## config.mk

```make
export PLATFORM = sky130hd
export DESIGN_NAME = sync_fifo_wr_arb
export DESIGN_NICKNAME = d
export VERILOG_FILES = /design/src/rtl/sync_fifo_wr_arb.sv
export SDC_FILE = /design/constraint.sdc
export NUM_CORES = 1
export LEC_CHECK = 0
export CORE_MARGIN = 2
export CORE_UTILIZATION = 32
export DETAILED_ROUTE_END_ITERATION = 16
export GPL_ROUTABILITY_DRIVEN = 0
export PLACE_DENSITY = 0.66
export SYNTH_ARGS = -nofsm -noshare
export SYNTH_HDL_FRONTEND = slang
export SYNTH_SLANG_ARGS = --single-unit
```

## constraint.sdc

```tcl
create_clock -name clk -period 5.4 [get_ports clk]
set_clock_uncertainty 0.2 [all_clocks]
set_input_delay 1.62 -clock clk [delete_from_list [all_inputs] [get_ports clk]]
set_output_delay 1.62 -clock clk [all_outputs]
set_load 0.02 [all_outputs]
```

## src/rtl/sync_fifo_wr_arb.sv

```systemverilog
`timescale 1ns/1ps
`default_nettype none
// ============================================================================
// Module      : sync_fifo_wr_arb
// Description : Round-robin write arbiter that shares one synchronous FIFO
//               write port among N_REQ producers. An optional burst lock
//               holds a grant for up to MAX_BURST consecutive beats so one
//               source's words land contiguously in the FIFO. The block
//               never writes while fifo_full is high.
// Ports       : clk, rst_n            clock / async active-low reset
//               req_valid[N_REQ]      per-requester word available
//               req_data[N_REQ]       per-requester payload (type T)
//               req_ready[N_REQ]      one-hot accept, set only when fifo_wen
//               fifo_full             downstream FIFO full
//               fifo_wen              FIFO write enable
//               fifo_wdata            payload of the granted source
//               fifo_wsrc             index of the granted source
//               burst_busy            arbiter is locked to a burst owner
// Revision    : 1.0  initial release
// ============================================================================
module sync_fifo_wr_arb #(
  parameter int  N_REQ     = 4,
  parameter int  MAX_BURST = 4,
  parameter type T         = logic,
  localparam int IDW       = $clog2(N_REQ)
) (
  input  logic             clk,
  input  logic             rst_n,
  input  logic [N_REQ-1:0] req_valid,
  input  T                 req_data [N_REQ],
  output logic [N_REQ-1:0] req_ready,
  input  logic             fifo_full,
  output logic             fifo_wen,
  output T                 fifo_wdata,
  output logic [IDW-1:0]   fifo_wsrc,
  output logic             burst_busy
);

  localparam int             c_bcw        = $clog2(MAX_BURST + 1);
  localparam logic [c_bcw-1:0] c_max_beats = c_bcw'(MAX_BURST);
  localparam logic [IDW:0]   c_n_wide     = (IDW + 1)'(N_REQ);
  localparam logic [IDW-1:0] c_last_idx   = IDW'(N_REQ - 1);

  localparam logic [0:0] c_st_idle  = 1'b0;
  localparam logic [0:0] c_st_burst = 1'b1;

  logic [0:0]       r_state;
  logic [IDW-1:0]   r_rr_ptr;
  logic [IDW-1:0]   r_owner;
  logic [c_bcw-1:0] r_beat_cnt;
  logic             r_arb_en;

  logic [IDW-1:0]   w_scan_sel;
  logic             w_scan_hit;
  logic [IDW-1:0]   w_sel;
  logic [IDW-1:0]   w_sel_inc;
  logic             w_want;
  logic             w_burst_last;

  // Rotating priority scan: first valid requester starting at r_rr_ptr.
  // The index sum stays below 2*N_REQ, so one conditional subtract wraps it.
  always_comb begin
    logic [IDW:0] idx;
    w_scan_sel = r_rr_ptr;
    w_scan_hit = 1'b0;
    for (int k = 0; k < N_REQ; k++) begin
      idx = {1'b0, r_rr_ptr} + (IDW + 1)'(k);
      if (idx >= c_n_wide) begin
        idx = idx - c_n_wide;
      end
      if (!w_scan_hit && req_valid[idx[IDW-1:0]]) begin
        w_scan_sel = idx[IDW-1:0];
        w_scan_hit = 1'b1;
      end
    end
  end

  // While locked only the owner is eligible; otherwise the scan result wins.
  assign w_sel        = (r_state == c_st_burst) ? r_owner : w_scan_sel;
  assign w_want       = (r_state == c_st_burst) ? req_valid[r_owner] : w_scan_hit;
  assign w_sel_inc    = (w_sel == c_last_idx) ? '0 : w_sel + IDW'(1);
  assign w_burst_last = (r_beat_cnt + c_bcw'(1)) == c_max_beats;

  assign fifo_wen   = r_arb_en & w_want & ~fifo_full;
  assign fifo_wdata = req_data[w_sel];
  assign fifo_wsrc  = w_sel;
  assign burst_busy = r_arb_en & (r_state == c_st_burst);

  for (genvar i = 0; i < N_REQ; i++) begin : g_ready
    assign req_ready[i] = fifo_wen & (w_sel == IDW'(i));
  end

  always_ff @(posedge clk or negedge rst_n) begin
    if (!rst_n) begin
      r_state    <= c_st_idle;
      r_rr_ptr   <= '0;
      r_owner    <= '0;
      r_beat_cnt <= '0;
      r_arb_en   <= 1'b0;
    end else begin
      // Holds all outputs low for the first cycle out of reset.
      r_arb_en <= 1'b1;
      case (r_state)
        c_st_idle: begin
          if (fifo_wen) begin
            // Granted source moves to the back of the rotation.
            r_rr_ptr <= w_sel_inc;
            r_owner  <= w_sel;
            if (MAX_BURST > 1) begin
              r_beat_cnt <= c_bcw'(1);
              r_state    <= c_st_burst;
            end
          end
        end
        c_st_burst: begin
          if (fifo_wen) begin
            if (w_burst_last) begin
              r_beat_cnt <= '0;
              r_state    <= c_st_idle;
            end else begin
              r_beat_cnt <= r_beat_cnt + c_bcw'(1);
            end
          end else if (!req_valid[r_owner]) begin
            // Owner went idle: release the lock, no beat this cycle.
            r_beat_cnt <= '0;
            r_state    <= c_st_idle;
          end
          // fifo_full with owner valid: stall, lock and count held.
        end
        default: begin
          r_beat_cnt <= '0;
          r_state    <= c_st_idle;
        end
      endcase
    end
  end

endmodule
`default_nettype wire
```

* Yosys cells after proc, flatten, opt, wreduce, memory -nomap -nowiden
Cells that the tools add are included.
** Storage, ports and cells
- Input port bits :: 11
- Logic and storage cells :: 87
- Bits in latches :: 0
- Output and inout port bits :: 9
- Bits in read-only memories :: 0
- Flip-flop bits (word level) :: 9
- RAM bits :: 0
- Memories kept :: 0
** Cells by class
- Eq/ne operators :: 6
- Reductions and logical operators :: 9
- Magnitude comparators :: 10
- Bitwise gates (word level) :: 10
- Muxes and demuxes :: 38
- $mul :: 0
- Divide/modulo/power cells :: 0
- Add/subtract/negate cells :: 9
- Shifts and indexed selects :: 0
** Operators with widths (number)
- $mux W2 :: 10
- $mux W1 :: 16
- $lt A2 B3 Y1 const B :: 5
- $bmux W1 S2 :: 6
- $ge A3 B3 Y1 const B :: 4
- $mux W3 :: 4
- $sub A2 B1 Y2 const B :: 4
- $and A1 B1 Y1 :: 7
- $add A2 B2 Y3 const B :: 2
- $pmux W3 S2 :: 1
- $eq A2 B2 Y1 const B :: 2
- $reduce_and A2 Y1 :: 2
- $add A2 B1 Y3 const B :: 1
- $add A3 B1 Y3 const B :: 1
- $eq A3 B3 Y1 const B :: 1
- $ge A2 B3 Y1 const B :: 1
- $logic_and A1 B1 Y1 :: 3
- $logic_not A1 Y1 :: 3
- $ne A3 B3 Y1 const B :: 1
- $not A2 Y3 :: 1
- $add A2 B1 Y2 const B :: 1
- $eq A2 B1 Y1 const B :: 1
- $logic_not A2 Y1 :: 1
- $ne A2 B2 Y1 const B :: 1
- other kinds (2) :: 3

* Depth between registers and ports, before layout
Gate-level depths: netlist (run 1).
- Depth after elaboration :: 19
- Mapped depth :: 8
- Mapped depth without buffers :: 7

* Worst setup path after synthesis (run 1)
OpenSTA, ideal clock, no wires.
- Path kind :: input to output
- Start :: input port req_valid[3]
- End :: output port req_ready[0]
- Stages on the path :: 8
- Arrival time :: 3.050 ns
- Setup slack :: 0.530 ns
- Data required time :: 3.580 ns
- Cell sequence :: buf_6 nor2b_1 o21ai_1 o211ai_1 o21ai_1 inv_1 ha_1 and2_1
** On the way
- Elaborated cells between the ends (all ways) :: 30
** RTL lines
- start: declaration :: line 29 : input logic [N_REQ-1:0] req_valid,
- $bmux W1 S2 :: line 71 : if (!w_scan_hit && req_valid[idx[IDW-1:0]]) begin
- $mux W1 (not written as such) :: line 71
- $mux W1 :: line 71
- $logic_not A1 Y1 :: line 71
- $logic_and A1 B1 Y1 :: line 71
- $mux W1 :: line 71
- $logic_not A1 Y1 :: line 71
- $logic_and A1 B1 Y1 :: line 71
- $mux W1 :: line 71
- $logic_not A1 Y1 :: line 71
- $logic_and A1 B1 Y1 :: line 71
- $mux W2 * :: line 71
- $mux W2 * :: line 79 : assign w_sel = (r_state == c_st_burst) ? r_owner : w_scan_sel;
- net fifo_wsrc[0] :: line 35 : output logic [IDW-1:0] fifo_wsrc,
- $logic_not A2 Y1 * :: line 90 : assign req_ready[i] = fifo_wen & (w_sel == IDW'(i));
- $and A1 B1 Y1 * :: line 90
- end: declaration :: line 31 : output logic [N_REQ-1:0] req_ready,
Mark *: on every way through the listed nets, which the timed path passes. The rest lies on a longest branch. The select of a mux whose other input is x is not followed.

* Worst setup path after layout (run 1)
- Start :: input port req_valid[2]
- End :: output port req_ready[1]
** On the way
- Word-level cells in the longest chain between the ends :: 16
- Elaborated cells between the ends (all ways) :: 30
** Ends and longest elaborated chain
- $bmux W1 S2 :: line 71
- $mux W1 (not written as such) :: line 71
- $mux W1 :: line 71
- $logic_not A1 Y1 :: line 71
- $logic_and A1 B1 Y1 :: line 71
- $mux W1 :: line 71
- $logic_not A1 Y1 :: line 71
- $logic_and A1 B1 Y1 :: line 71
- $mux W1 :: line 71
- $logic_not A1 Y1 :: line 71
- $logic_and A1 B1 Y1 :: line 71
- $mux W1 :: line 71
- $mux W1 :: line 80 : assign w_want = (r_state == c_st_burst) ? req_valid[r_owner] : w_scan_hit;
- $and A1 B1 Y1 (2 in a row) :: line 84 : assign fifo_wen = r_arb_en & w_want & ~fifo_full;
- $and A1 B1 Y1 * :: line 90
Every way passes the cells marked *; elsewhere a longest branch is shown, timed or not. The select of a mux whose other input is x is not followed.

==> metrics.md, run 1 <==
| Metric | Value |
|---|---|
| Global-route wire length before repair | roughly 2800 um |
| Element type at the critical path start | input port |
| Final hold slack | ~0.32 ns |
| Signed area change from the synthesized netlist to the final layout | 45.4% |
| Vias after detailed routing | 715 |
| Total CTS buffers | 3 |
| Starting density of the core | 0.329 |
| PwrDens | 422 nW/um^2 |
| Avg WL per Cell | between 10 and 15 um |
| TNS Setup | 0 ns |
| Kind of critical path | input port to output pin |
| Setup repair after global routing missed its margin | false |
| Max-slew violation count | 0 |
| Worst Path Arrival | 3.37 ns |
| Fill cell count | 248 |
| Maximum achievable frequency | slightly below 200 MHz |
| Maximum number of pins on one net before global-route repair | 13 |
| Post-route worst setup slack | between 0.2 and 0.25 ns |
| Period utilisation layout | 0.961 |
| Worst slack at placement | -0.347 ns |
| R2R setup slack | about 3.3 ns |
| Die X | about 54 um |
| Critical path peak fanout | 6 |
| Total overflow reported by the global router | 0 |
| Proportion of netlist area held by the largest area contributor | 0.282 |
| Clock-pin slew reported for the worst setup and hold paths after clock tree synthesis | about 0.060 ns |
| DRC violation count after routing | 0 |
| Root buf cell | clkbuf_4 |
| Total number of yosys warnings | 0 |
| CTS tree | yes |
| Static leakage power | between 0.5 and 0.6 nW |
| DRT Pass-1 Iters | 3 |
| Remaining antenna violation count after routing | 0 |
| Endpoint required time on the critical path | roughly 3.6 ns |
| Syn Area/Cell | ~9.5 um^2 |
| Reg2Reg Capture Point | r_rr_ptr[1] |
| Cells after synthesis | between 80 and 90 |
| Launch instance of the worst min-delay path | r_beat_cnt[1] |
| Most prevalent standard cell on the critical path | dlygate4sd2_1 |
| CTS H-Tree Depth | 1 |
| Post-route minimum period | 5.19 ns |
| Number of library cell types mapped by synthesis | a little over 40 |
| WHS Path Cells | 1 |
| Number of top-level pins | 20 |
| Total wirelength of the detailed-routed design | ~1700 um |
| Vias/cell | ~4.7 |
| Syn_nets | roughly 100 |
| Buffer levels on the longest clock path | 2 |
| Share of cells above drive strength 1 | 0.281 |
| Number of DRC markers after the initial detailed-route iteration | 7 |
| Overall global routing resource usage | 0.132 |
| Path class of the lowest-slack min-delay path | flip-flop to flip-flop |
| Num rows | 18 |
| Die footprint | 2910 um^2 |
| FF+latch count, synth | 9 |
| Sequential area share after synthesis | 0.282 |
| Crit. End Element | output pin |
| Cells on worst reg2reg path | 7 |
| Clock insertion delay at the later pin of the skew report | roughly 0.26 ns |
| Number of clock sinks | 9 |
| CP max stage cell | or4_4 |
| Port Buffers | 19 |
| Number of maximum-capacitance violations | 0 |
| Largest cells by area after synthesis | dfrtp_1 (28%), ha_1 (11%), mux2i_1 (5.0%), inv_1 (4.2%), and2_1 (3.9%) |
| Half-perimeter wire length after detailed placement | about 1500 um |
| Die height | ~54 um |
| Worst-case vdd ir drop | between 0.0002 and 0.00025 V |
| Critical register-to-register path startpoint | r_rr_ptr[1] |
| Post-synthesis cell type with the largest combined area | dfrtp_1 |
| Total count of hold-check failures in the final report | 0 |
| Net count of the finished layout | 140 |
| Outcome | complete, no violations |
| CP cell instances | dlygate4sd2_1, buf_4, or4_4, o21ai_2, a21oi_1, and2_1, dlygate4sd2_1 |
| Worst hold path endpoint | r_beat_cnt[1] |
| Number of antenna diodes | 0 |
| Mapped Area | around 800 um^2 |
| Number of antenna violations at the first check in global routing | 0 |
| Slowest Stage Delay on Critical Path | 0.53 ns |
| Final setup fails | 0 |
| Core Footprint | 2430 um^2 |
| Number of global-route vias before repair | ~690 |
-- per-stage QoR --
stage / cell area, um^2 / util / std cells / power [mW]
6_report: 1160 / 0.478 / 151 / 0.491
5_1_grt: 1160 / 0.478 / 151 / 0.538
4_1_cts: 1160 / 0.476 / 151 / 0.499
3_5_place_dp: 1130 / 0.463 / 146 / 0.443
3_3_place_gp: 1130 / 0.463 / 146 / 0.432
2_1_floorplan: 800 / - / 84 / 0.321
-- report_power, final --
part / total (mW) / switching, mW / leakage, nW / internal [mW]
Combinational: 0.300 / 0.140 / 0.443 / 0.160
Sequential: 0.138 / 0.0448 / 0.111 / 0.0929
Clock: 0.0531 / 0.0245 / 0.0150 / 0.0286
-- critical path: cells and delay by family --
kind	cells	cell delay, ns
AO/OA/AOI/OAI	2	0.24
buffers and inverters	3	0.75
AND/OR/NAND/NOR	2	0.74
-- sequential cells by signal, indices dropped and copies added (netlist names) --
signal and count:
r_rr_ptr 2, r_owner 2, r_state 1, r_arb_en 1
r_beat_cnt 3
-- worst max path at each step --
| stage | start | endpoint | slack [ns] | cells past startpoint |
|---|---|---|---|---|
| after detailed placement | req_valid[0] | req_ready[3] | -0.35 | 9 |
| after CTS | req_valid[0] | req_ready[0] | 0.002 | 9 |
| after floorplan | req_valid[3] | req_ready[0] | 0.53 | 8 |
| after global routing | req_valid[2] | req_ready[2] | 0.08 | 9 |
| after global placement | req_valid[2] | req_ready[0] | -0.31 | 9 |
| final | req_valid[2] | req_ready[1] | 0.21 | 7 |
-- area by class of cell --
type,instances,area (um^2),area share
Multi-Input combinational cell,62,523,0.450
Timing Repair Buffer,36,313,0.269
Sequential cell,9,225,0.194
Inverter,10,37.5,0.0323
Tap cell,30,37.5,0.0323
Clock buffer,4,26.3,0.0226
-- cell families after synthesis --
kind of cell,count (synthesis),share of synthesized area
AO/OA/AOI/OAI,19,0.193
other,1,0.00469
flip-flops,9,0.282
AND/OR/NAND/NOR,28,0.228
adder cells (fa/ha/maj),7,0.110
buffers and inverters,13,0.0720
multiplexers,7,0.111
-- timing repair --
| item | CTS | global route |
|---|---|---|
| hold buffers | 0 | 0 |
| setup buffers | 1 | 0 |
| pin swaps | 2 | 0 |
| endpoints found under the setup margin | 8 | 6 |
| resized for setup | 10 | 2 |
-- cells in the mapped netlist (all sizes together) --
master  instances
a211oi          1
a31o            1
ha              7
or4             1
o21ai           7
nand2           7
a22o            1
nor3b           1
and2            5
and3            1
mux2            2
nor4            1
a22oi           1
nor2b           4
o31ai           1
a21oi           1
nor2            4
o311a           1
mux2i           4
o211ai          1
a211o           1
buf             2
mux4            1
clkbuf          1
dfrtp           9
a32o            1
and3b           1
nand2b          1
conb            1
and2b           1
o21a            2
inv            10
nor3            1
-- cell usage in the layout, fill, tap and decap left out, types with 2 or more instances in the layout --
cell type        count
dlygate4sd2_1        8
nor2b_1              3
clkbuf_4             3
nor2_1               3
and2_1               5
ha_1                 7
buf_4               17
o21ai_1              3
dfrtp_1              9
mux2i_1              4
inv_1                9
clkdlybuf4s50_1      9
nand2_1              6
o21ai_2              3
dlymetal6s2s_1       2
-- metal layers --
metal,wire length [um],GRT usage,up-vias,part of all wire
met1,726,0.146,340,0.42
met5,0,0,-,0
met4,30,0.0625,0,0.017
li1,-,-,361,-
met3,46,0.0250,4,0.026
met2,933,0.242,10,0.54
Note: power is estimated with default switching activity, not from simulation.
==> run 2: changes to the inputs <==
--- a/config.mk
+++ b/config.mk
@@ -5,7 +5,6 @@
 export SDC_FILE = /design/constraint.sdc
 export NUM_CORES = 1
 export LEC_CHECK = 0
-export CORE_MARGIN = 2
 export CORE_UTILIZATION = 32
 export DETAILED_ROUTE_END_ITERATION = 16
 export GPL_ROUTABILITY_DRIVEN = 0
==> run 2 against run 1 <==
Compared with the run above:
- die area decreased by 7.3%
- highest routed layer unchanged
- utilization increased by 2.4 points
- flip-flop and latch count unchanged
- sequential power about the same
- register-to-register slack improved by 0.07 ns
- count of clock-buffer cells in the layout unchanged
- sequential share of layout area increased by 0.34 points
- via count decreased by 0.84%
- non-clock buffer count unchanged
==> metrics.md, run 2 (synthesized netlist as in run 1, its figures left out) <==
| Metric | Value |
|---|---|
| Flip-flop and latch area | 225 um^2 (unchanged) |
| Die height | 52.0 um (-3.7%) |
| Number of antenna violations at the first check in global routing | 0 (unchanged) |
| Fraction of power consumed by sequential logic | 0.275 (-0.005) |
| Number of DRC markers after the initial detailed-route iteration | 13 (+6) |
| Routed wl met2 | 865 um (-7.3%) |
| Total overflow reported by the global router | 0 (unchanged) |
| PwrDens | 437 nW/um^2 (+3.4%) |
| Die footprint | 2700 um^2 (-7.3%) |
| Kind of critical path | input port to output pin |
| Number of global-route vias before repair | 706 (+3.1%) |
| DRC violation count after routing | 0 (unchanged) |
| Global-route wire length before repair | 2950 um (+5.4%) |
| Outcome | complete, no violations |
| Worst Path Arrival | 3.38 ns (about the same) |
| Clock-pin slew reported for the worst setup and hold paths after clock tree synthesis | 0.06 ns (about the same) |
| Number of antenna diodes | 0 (unchanged) |
| Final setup fails | 0 (unchanged) |
| Net Sw Frac | 0.424 (-0.00248) |
| Max-slew violation count | 0 (unchanged) |
| DRT Pass-1 Iters | 4 (+1) |
| Final instance area | 1140 um^2 (-1.7%) |
| Element type at the critical path start | input port |
| Top flop regs | r_beat_cnt (3), r_owner (2), r_rr_ptr (2) |
| Maximum achievable frequency | 192 MHz (-0.19%) |
| Number of maximum-capacitance violations | 0 (unchanged) |
| Signed area change from the synthesized netlist to the final layout | 42.9% |
| Half-perimeter wire length after detailed placement | 1370 um (-5.8%) |
| Port Buffers | 19 (unchanged) |
| Die X | 52.0 um (-3.7%) |
| Worst-case vdd ir drop | 0.000280 V (+28%) |
| Crit. End Element | output pin |
| Internal power | 0.288 mW (+2.1%) |
| Static leakage power | 0.556 nW (-2.3%) |
| Setup repair after global routing missed its margin | false |
| Overall global routing resource usage | 0.147 (+0.0146) |
| Fill cell count | 220 (-11%) |
| Met3 Routed Length | 73 um (+59%) |
| Commonest cells after routing, fill and taps aside | buf_4 (17), inv_1 (9), dlygate4sd2_1 (9), dfrtp_1 (9) |
| Buffer levels on the longest clock path | 2 (unchanged) |
| Leading cell type in the layout, fill and taps excluded | buf_4 |
| Largest register FFs | 3 (unchanged) |
| Cells on worst reg2reg path | 7 (unchanged) |
| R2R setup slack | 3.32 ns (+0.07 ns) |
| Uppermost routed layer | met4 |
| Clock insertion delay at the later pin of the skew report | 0.26 ns (about the same) |
| Number of clock sinks | 9 (unchanged) |
| Path class of the lowest-slack min-delay path | flip-flop to flip-flop |
| Logic pwr share | 0.623 (+0.012) |
| Post-route minimum period | 5.20 ns (+0.00981 ns) |
| Total CTS buffers | 3 (unchanged) |
| Largest register by flop count | r_beat_cnt |
| Avg WL per Cell | 11.2 um (-3.0%) |
| Remaining antenna violation count after routing | 0 (unchanged) |
| Maximum number of pins on one net before global-route repair | 13 (unchanged) |
| Starting density of the core | 0.351 (+0.0226) |
| Post-route worst setup slack | 0.203 ns (-0.00981 ns) |
| Net switching power of the design | 0.211 mW (+1.1%) |
| Clock Power Share | 0.102 (-0.006) |
| Period utilisation layout | 0.962 (+0.00182) |
| Core Footprint | 2280 um^2 (-6.4%) |
| Num rows | 17 (-1) |
| Vias/cell | 4.76 (+0.49%) |
| Number of top-level pins | 20 (unchanged) |
| CTS H-Tree Depth | 1 (unchanged) |
| Vias after detailed routing | 709 (-0.84%) |
| Hold Buf Count CTS | 0 (unchanged) |
| CTS tree | yes |
| Net count of the finished layout | 140 (unchanged) |
| Total wirelength of the detailed-routed design | 1660 um (-4.3%) |
| Met1 wire length | 692 um (-4.7%) |
| Endpoint required time on the critical path | 3.58 ns (about the same) |
| WHS Path Cells | 1 (unchanged) |
| Root buf cell | clkbuf_4 |
| Total count of hold-check failures in the final report | 0 (unchanged) |
| Worst slack at placement | -0.334 ns (+0.0126 ns) |
| Area occupied by multi-input gates | 519 um^2 (-0.72%) |
| Share of cells above drive strength 1 | 0.289 (+0.00826) |
| Total cell area at the placement stage | 1120 um^2 (-0.89%) |
| Critical path peak fanout | 6 (unchanged) |
| Util after Layout | 0.502 (+0.0240) |
## run 2: power groups by stage
stage                     logic (mW)  clock network [mW]  registers [mW]
final                          0.311              0.0508           0.137
after global routing           0.349              0.0574           0.143
after CTS                      0.313              0.0527           0.137
after detailed placement       0.320                   0           0.138
after global placement         0.311                   0           0.136
after floorplan                0.206                   0           0.114
## run 2: critical path, stage by stage
cell and delay (ns):
dlygate4sd2_1 0.28, buf_4 0.15, or4_4 0.53, o21ai_2 0.17, a21oi_1 0.11, and2_1 0.21
dlygate4sd2_1 0.31
## run 2: worst paths after layout
check,start,to
max,req_valid[2],req_ready[1]
min,r_beat_cnt[2],r_beat_cnt[2]
max reg2reg,r_rr_ptr[1],r_rr_ptr[1]
min reg2reg,r_beat_cnt[2],r_beat_cnt[2]
max in group asynchronous,rst_n,r_rr_ptr[0]
min in group asynchronous,rst_n,r_beat_cnt[2]
## run 2: area by class of cell
| cell class | instances | area share |
|---|---|---|
| clock buffer | 4 | 0.0230 |
| sequential | 9 | 0.197 |
| multi-input combinational | 62 | 0.455 |
| timing repair buffer | 36 | 0.262 |
| inverter | 10 | 0.0329 |
| tap | 28 | 0.0307 |
## run 2: routing by layer
layer,GRT usage,vias up
met5,0,-
met4,0.0450,0
met3,0.0439,4
met2,0.259,15
met1,0.168,327
li1,-,363
## run 2: repair_timing
item / CTS / global route
gates resized for setup: 14 / 3
pin swaps: 1 / 1
setup buffers: 1 / 1
endpoints found under the setup margin: 8 / 5
## run 2: stage by stage
| stage | setup TNS (ns) | total power [mW] | hold slack (ns) | std cells |
|---|---|---|---|---|
| CTS | 0 | 0.502 | 0.333 | 148 |
| detailed placement | -1.95 | 0.458 | 0.311 | 143 |
| global placement | -1.77 | 0.447 | 0.282 | 143 |
| floorplan | 0 | 0.321 | 0.270 | 84 |
| finish | 0 | 0.499 | 0.334 | 149 |
| global route | 0 | 0.549 | 0.373 | 149 |
==> run 3: changes to the inputs <==
--- a/config.mk
+++ b/config.mk
@@ -5,6 +5,7 @@
 export SDC_FILE = /design/constraint.sdc
 export NUM_CORES = 1
 export LEC_CHECK = 0
+export CAP_MARGIN = 20
 export CORE_UTILIZATION = 32
 export DETAILED_ROUTE_END_ITERATION = 16
 export GPL_ROUTABILITY_DRIVEN = 0
==> results of run 3 <==
The final DEF is identical to that of run 2; final timing and power are the same.
